## src/rtl/clb_pkg.sv

```systemverilog
// Shared types and sizing helpers for the configurable logic block.
package clb_pkg;

  typedef enum logic [1:0] {
    IDLE   = 2'd0,
    LOAD   = 2'd1,
    ACTIVE = 2'd2
  } clb_state_e;

  // Config bits per LUT: truth table plus one mode bit.
  function automatic int clb_w(input int k);
    return (2 ** k) + 1;
  endfunction

  function automatic int clb_total(input int k, input int n);
    return n * clb_w(k);
  endfunction

  function automatic int clb_cnt_w(input int total);
    return (total > 1) ? $clog2(total) : 1;
  endfunction

endpackage

```

## src/rtl/clb_lut.sv

```systemverilog
// K-input look-up table: selects one truth-table bit by address.
module clb_lut
  import clb_pkg::*;
#(
  parameter int K = 4
) (
  input  logic [(2**K)-1:0] lut_table,
  input  logic [K-1:0]      addr,
  output logic              f
);

  assign f = lut_table[addr];

endmodule

```

## src/rtl/config_logic_block.sv

```systemverilog
// N K-input LUTs with optional output registers, serially configured by a load FSM.
// Optional build macro CLB_READBACK_EN adds serial readback of displaced config bits on cfg_dout.
module config_logic_block
  import clb_pkg::*;
#(
  parameter int K = 4,
  parameter int N = 2
) (
  input  logic           clock,
  input  logic           rst_n,
  input  logic           cfg_start,
  input  logic           cfg_valid,
  input  logic           cfg_din,
  output logic           cfg_ready,
  output logic           cfg_done,
  output logic           cfg_dout,
  input  logic [N*K-1:0] in,
  output logic [N-1:0]   out
);

  localparam int W     = clb_w(K);
  localparam int TOTAL = clb_total(K, N);
  localparam int CW    = clb_cnt_w(TOTAL);
  localparam logic [CW-1:0] CNT_LAST = CW'(TOTAL - 1);

  clb_state_e      state_r;
  logic [CW-1:0]   cnt_r;
  logic [TOTAL-1:0] cfg_r;
  logic [N-1:0]    ff_r;
  logic            cfg_ready_r;
  logic            cfg_done_r;
  logic            shift_en_s;
  logic [N-1:0]    lut_f_s;
  logic [N-1:0]    mode_s;
  logic [N-1:0]    out_s;

  // cfg_start outranks a same-cycle config bit
  assign shift_en_s = (state_r == LOAD) && cfg_valid && !cfg_start;

  for (genvar i = 0; i < N; i++) begin : g_lut
    clb_lut #(.K(K)) u_lut (
      .lut_table (cfg_r[i*W +: (2**K)]),
      .addr      (in[i*K +: K]),
      .f         (lut_f_s[i])
    );
    assign mode_s[i] = cfg_r[i*W + (2**K)];
  end

  // Load FSM: state, bit counter and registered handshake flags
  always_ff @(posedge clock or negedge rst_n) begin
    if (!rst_n) begin
      state_r     <= IDLE;
      cnt_r       <= '0;
      cfg_ready_r <= 1'b0;
      cfg_done_r  <= 1'b0;
    end else begin
      case (state_r)
        IDLE: begin
          if (cfg_start) begin
            state_r     <= LOAD;
            cnt_r       <= '0;
            cfg_ready_r <= 1'b1;
          end else begin
            state_r <= IDLE;
          end
        end
        LOAD: begin
          if (cfg_start) begin
            cnt_r <= '0;
          end else if (cfg_valid) begin
            if (cnt_r == CNT_LAST) begin
              state_r     <= ACTIVE;
              cnt_r       <= '0;
              cfg_ready_r <= 1'b0;
              cfg_done_r  <= 1'b1;
            end else begin
              cnt_r <= cnt_r + {{(CW-1){1'b0}}, 1'b1};
            end
          end else begin
            cnt_r <= cnt_r;
          end
        end
        ACTIVE: begin
          if (cfg_start) begin
            state_r     <= LOAD;
            cnt_r       <= '0;
            cfg_ready_r <= 1'b1;
            cfg_done_r  <= 1'b0;
          end else begin
            state_r <= ACTIVE;
          end
        end
        default: begin
          state_r     <= IDLE;
          cnt_r       <= '0;
          cfg_ready_r <= 1'b0;
          cfg_done_r  <= 1'b0;
        end
      endcase
    end
  end

  // Config shift register: first bit sent ends in cfg_r[0]
  always_ff @(posedge clock or negedge rst_n) begin
    if (!rst_n) begin
      cfg_r <= '0;
    end else if (shift_en_s) begin
      cfg_r <= {cfg_din, cfg_r[TOTAL-1:1]};
    end else begin
      cfg_r <= cfg_r;
    end
  end

  // User flops track the LUTs only while live; any reload clears them
  always_ff @(posedge clock or negedge rst_n) begin
    if (!rst_n) begin
      ff_r <= '0;
    end else if ((state_r == ACTIVE) && !cfg_start) begin
      ff_r <= lut_f_s;
    end else begin
      ff_r <= '0;
    end
  end

  // Output mux: combinational or registered per LUT, forced low unless ACTIVE
  always_comb begin
    out_s = '0;
    if (state_r == ACTIVE) begin
      for (int i = 0; i < N; i++) begin
        out_s[i] = mode_s[i] ? ff_r[i] : lut_f_s[i];
      end
    end else begin
      out_s = '0;
    end
  end

`ifdef CLB_READBACK_EN
  logic cfg_dout_r;

  // Capture the bit displaced by each accepted shift
  always_ff @(posedge clock or negedge rst_n) begin
    if (!rst_n) begin
      cfg_dout_r <= 1'b0;
    end else if (shift_en_s) begin
      cfg_dout_r <= cfg_r[0];
    end else begin
      cfg_dout_r <= cfg_dout_r;
    end
  end

  assign cfg_dout = cfg_dout_r;
`else
  assign cfg_dout = 1'b0;
`endif

  assign cfg_ready = cfg_ready_r;
  assign cfg_done  = cfg_done_r;
  assign out       = out_s;

endmodule

```

## config.mk

```make
export PLATFORM = sky130hd
export DESIGN_NAME = config_logic_block
export DESIGN_NICKNAME = d
export VERILOG_FILES = /design/src/rtl/clb_pkg.sv /design/src/rtl/clb_lut.sv /design/src/rtl/config_logic_block.sv
export SDC_FILE = /design/constraint.sdc
export NUM_CORES = 1
export LEC_CHECK = 0
export CAP_MARGIN = 40
export CORE_MARGIN = 4
export CORE_UTILIZATION = 57
export DETAILED_ROUTE_END_ITERATION = 16
export MAX_ROUTING_LAYER = met4
export PLACE_DENSITY = 0.79
export SLEW_MARGIN = 10
export SYNTH_ARGS = -nofsm -noshare
export SYNTH_HDL_FRONTEND = slang
export SYNTH_SLANG_ARGS = --single-unit
```

## constraint.sdc

```tcl
create_clock -name clock -period 3.2 [get_ports clock]
set_input_delay 0.8 -clock clock [delete_from_list [all_inputs] [get_ports clock]]
set_output_delay 0.8 -clock clock [all_outputs]
set_load 0.02 [all_outputs]
```

# == Yosys cells after proc, flatten, opt, wreduce, memory -nomap -nowiden ==
# Index checks and enable logic that the tools add are counted.
# op_classes
reduce_logical,10
eq_ne,9
add_sub_neg,1
magnitude_cmp,2
n_mux,29
n_bitwise,1
# op_table
op,n
$mux 6,4
$mux 1,13
$mux 2,6
$pmux 6 s2,1
$lt 4x5->1 const B,2
$bmux 1 s4,2
$add 6x1->6 const B,1
$eq 6x6->1 const B,1
$ne 2x2->1 const B,3
$pmux 2 s3,1
$reduce_and 5->1,1
$ne 2x1->1 const B,2
$reduce_and 4->1,1
$logic_and 1x1->1,3
$ne 3x3->1 const B,1
$pmux 1 s3,1
$reduce_and 3->1,1
$eq 2x1->1 const B,1
$eq 2x2->1 const B,1
$logic_not 2->1,1
$pmux 1 s2,1
$reduce_and 2->1,1
$reduce_or 2->1,1
$logic_not 1->1,1
$not 1->1,1
# totals
wordCells,58
inputBits,13
ff_bits,46

# == Longest topological paths before layout ==
# logic_depth
word_depth,5
ltp_mapped,6
mapped_depth_nobuf,6

# == By module ==
# Synthesis repeated with hierarchy kept, for this count alone.
# hier_totals
cells_unflattened,154
hier_area_um2,2189.6
# modules_own_cells
module,seq_area_each_um2,area_per_inst_um2,n_inst,cells_each
config_logic_block,1151.1,1919.3,1,140
clb_lut,0.0,135.1,2,7

# == Least setup slack after synthesis ==
# Ideal clock, no wire load.
# synth_timing
path_type,input to output
from,in in[2]
to,out out[0]
t_arrival_ns,2.017
required_time_ns,2.400
cell_stages,4
path_slack_ns,0.383
cell_sequence,mux4_1 -> mux4_2 -> mux2i_1 -> nor2_1
# synth_between
elab_chain_cells,4
# synth_lines
element,line,source
start: declaration,config_logic_block.sv:17,"input logic [N*K-1:0] in,"
$bmux 1 s4,clb_lut.sv:12,assign f = lut_table[addr];
$mux 1 (not written as such),clb_lut.sv:12,
$mux 1,config_logic_block.sv:130,out_s[i] = mode_s[i] ? ff_r[i] : lut_f_s[i];
$mux 2,config_logic_block.sv:128,if (state_r == ACTIVE) begin
end: declaration,config_logic_block.sv:18,output logic [N-1:0] out
# Every way passes these cells. The select of a mux whose other input is x is not followed.

# == Worst setup path in the final report ==
# Ends and elaborated chain as after synthesis.

==> results.yml <==
floorplan:
  pin_count: 18
  die_w_um: 69.3
  rows: 22
  die_area_mm2: 0.00481
  start_util_pct: 58.6
  core_area_mm2: 0.00366
  fp.dieH_um: 69.3
pwr:
  power.total_mw: 1.31
  p_leak_nw: 1.10
  pwr_density_cell_mw_per_mm2: 541
  peakVddDrop_mv: 0.461
clock_tree:
  cts_hold_buf: 0
  cts_num_sinks: 46
  clockBufferDepth: 2
  cts-buffers-inserted: 5
  clk_latency_ns: 0.30
  clockRootBuffer: "clkbuf_8"
  clkTransAtPathRegs_ns: 0.08
  cts_tree: "done"
  cts_max_level: 2
synth:
  synth_seq_cells: 46
  synth-simple-area-share_pct: 6.48
  synthMuxAreaShare_pct: 30.7
  synth_top_family_by_area: "multiplexers"
  yosys.area_share.adder_pct: 1.17
  ys_warn_count: 0
  syn_area_per_cell_um2: 14.7
  synth_area_mm2: 0.00214
  synth_cell_types: 30
  synth_nets: 161
  synthCells: 146
  synth_compound_area_share_pct: 4.43
  synth_xor_area_share_pct: 1.63
  synth-seq-area-share_pct: 53.7
route:
  routedWlPerCell_um: 18.0
  firstDrtPassIters: 4
  viasPerCell: 5.87
  wl_mm: 3.87
  via_count: 1261
  detail-route-antenna-nets: 0
  drc_errors: 0
  drt_iter0_drc: 68
setup_path:
  cp_data_required_time_ns: 2.40
  path_buf_inv: 2
  cp_max_fo: 4
  critical-path-top-delay-family: "multiplexers"
  crit_path_end_kind: "primary output"
  cp.depth: 6
  critPathMaxStageDelay_ns: 0.55
  cp_slowest_cell: "mux4_1"
  cp.arrival_ns: 2.32
  path_cells: "clkbuf_4, mux4_1, mux4_2, mux2i_1, nor2_1, buf_2"
  rr_worst_depth: 6
  crit_type: "input port to primary output"
  crit_path_start_kind: "input port"
final_layout:
  layout.cells.most_common_list: "46 x dfrtp_1, 34 x mux2_2, 9 x clkdlybuf4s50_1"
  layout_commonest_cell: "dfrtp_1"
  diodes: 0
  nNetsFinal: 182
  area_delta_synth_final_pct: 12.9
  fillers: 275
  drive_above_1_share_pct: 35.3
timing:
  hold_viol: 0
  fin_skew_ns: 0.00924
  finalCritPeriodShare_pct: 97.4
  clock.fmax_mhz: 321
  setup_viol_count_final: 0
  drv_slew: 0
  tightest_slew_ns: 0.689
  max_slew_margin_pct: 53.4
  grt_setup_unrepaired: "no"
  min_period_ns: 3.12
  holdWs_ns: 0.333
placed_design:
  dp_hpwl_mm: 2.78
  portBuffers: 16
  gp_congestion: 0.794
outcome:
  status: "finished clean"
job:
  cap_viol_max_count: 0
global_routing:
  grt_pass1_wl_mm: 6.59
  gr-usage-all-layers_pct: 18.3
  antenna_found_initial: 0
  grt_pass1_vias: 1345
  overflow: 0
  grt_max_degree: 40
min_path:
  hold_class: "input port to asynchronous set/reset pin"
==> power by group <==
part	leakage, nW	switching, mW	internal, mW
Sequential	0.609	0.0820	0.674
Clock	0.0373	0.186	0.150
Combinational	0.457	0.0716	0.147
==> sequential cells by signal, summed over array words and instances, names as in the netlist <==
name,cells
cfg_r,34
cfg_done,1
state_r,2
cnt_r,6
ff_r,2
cfg_ready,1
==> metrics by stage <==
step                      setup TNS [ns]  std cells  cell area [um2]  utilization [%]  setup WS (ns)
after floorplan                        0        146             2140                -          0.383
after global placement             -1.48        207             2360             64.5         -0.746
after detailed placement           -1.61        208             2380             65.0         -0.823
after CTS                              0        215             2430             66.3         0.0581
after global routing                   0        215             2420             66.1        0.00221
final                                  0        215             2420             66.1         0.0825
==> final timing paths <==
path | start | end | slack, ns
setup reg to reg | cnt_r[1]$_DFFE_PN0P_ | state_r[1]$_DFFE_PN0P_ | 1.40
min in group clock | cfg_r[0]$_DFFE_PN0P_ | cfg_r[0]$_DFFE_PN0P_ | 0.53
max in group asynchronous | rst_n | cfg_r[8]$_DFFE_PN0P_ | 2.40
hold / removal | rst_n | cnt_r[4]$_DFFE_PN0P_ | 0.33
setup / recovery | in[2] | out[0] | 0.08
hold reg to reg | cfg_r[0]$_DFFE_PN0P_ | cfg_r[0]$_DFFE_PN0P_ | 0.53
==> worst reg2reg max path: cells and delay by family (launching register included) <==
family / cells / cell delay (ns)
AOI/OAI and AO/OA: 1 / 0.19
adders and majority gates: 1 / 0.14
buffers and inverters: 1 / 0.07
DFF: 1 / 0.41
and+or+nand+nor: 3 / 0.93
==> layout make-up <==
cell class	count	area, um2	share of cell area (%)
multi-input cells	92	933	38.6
well taps	48	60.1	2.48
inverters	3	11.3	0.465
repair buffers	19	185	7.65
clock buffers	6	72.6	3.00
clock inverters	1	7.51	0.310
flip-flops and latches	46	1150	47.5
==> logic make-up (layout without fill, tap and decap cells) <==
family / count (synthesis) / after routing
xor gates and xnor gates: 4 / 4
other: 1 / 1
and+or+nand+nor: 23 / 23
adders and majority gates: 2 / 2
AOI/OAI and AO/OA: 16 / 16
buffers and inverters: 8 / 29
muxes: 46 / 46
DFF: 46 / 46
==> Yosys cell counts <==
cell | n | area (um2)
dfrtp_1 | 46 | 1150
a2bb2oi_1 | 1 | 8.76
a31oi_1 | 1 | 6.26
nand3_1 | 2 | 10.0
buf_2 | 3 | 15.0
inv_1 | 3 | 11.3
o2111ai_1 | 1 | 8.76
xor2_1 | 4 | 35.0
mux4_2 | 2 | 45.0
nor2_1 | 6 | 22.5
mux2i_1 | 2 | 20.0
nor2b_1 | 1 | 6.26
nand2b_1 | 2 | 12.5
nand4_1 | 1 | 6.26
clkbuf_1 | 1 | 3.75
o21ai_0 | 6 | 30.0
o21a_1 | 1 | 7.51
mux2_2 | 34 | 383
mux4_1 | 8 | 210
nor3b_2 | 2 | 25.0
buf_4 | 1 | 7.51
nand2_1 | 6 | 22.5
and3_1 | 1 | 6.26
conb_1 | 1 | 3.75
nor4b_1 | 1 | 8.76
o22ai_1 | 1 | 6.26
nor3b_4 | 1 | 18.8
ha_1 | 2 | 25.0
a21oi_1 | 4 | 20.0
o21bai_1 | 1 | 7.51
==> what timing repair did <==
| item | CTS | global route |
|---|---|---|
| resized for setup | 21 | 5 |
| setup buffers | 0 | 0 |
| endpoints found under the setup margin | 2 | 2 |
| pin swaps | 0 | 0 |
==> routing by layer <==
metal	global-route usage (%)	up-vias	wire length [um]
met5	-	-	0
met4	8.89	0	78
met3	5.07	8	129
met2	29.2	19	1990
met1	21.3	652	1670
li1	-	582	-
Note: power is estimated with default switching activity, not from simulation.
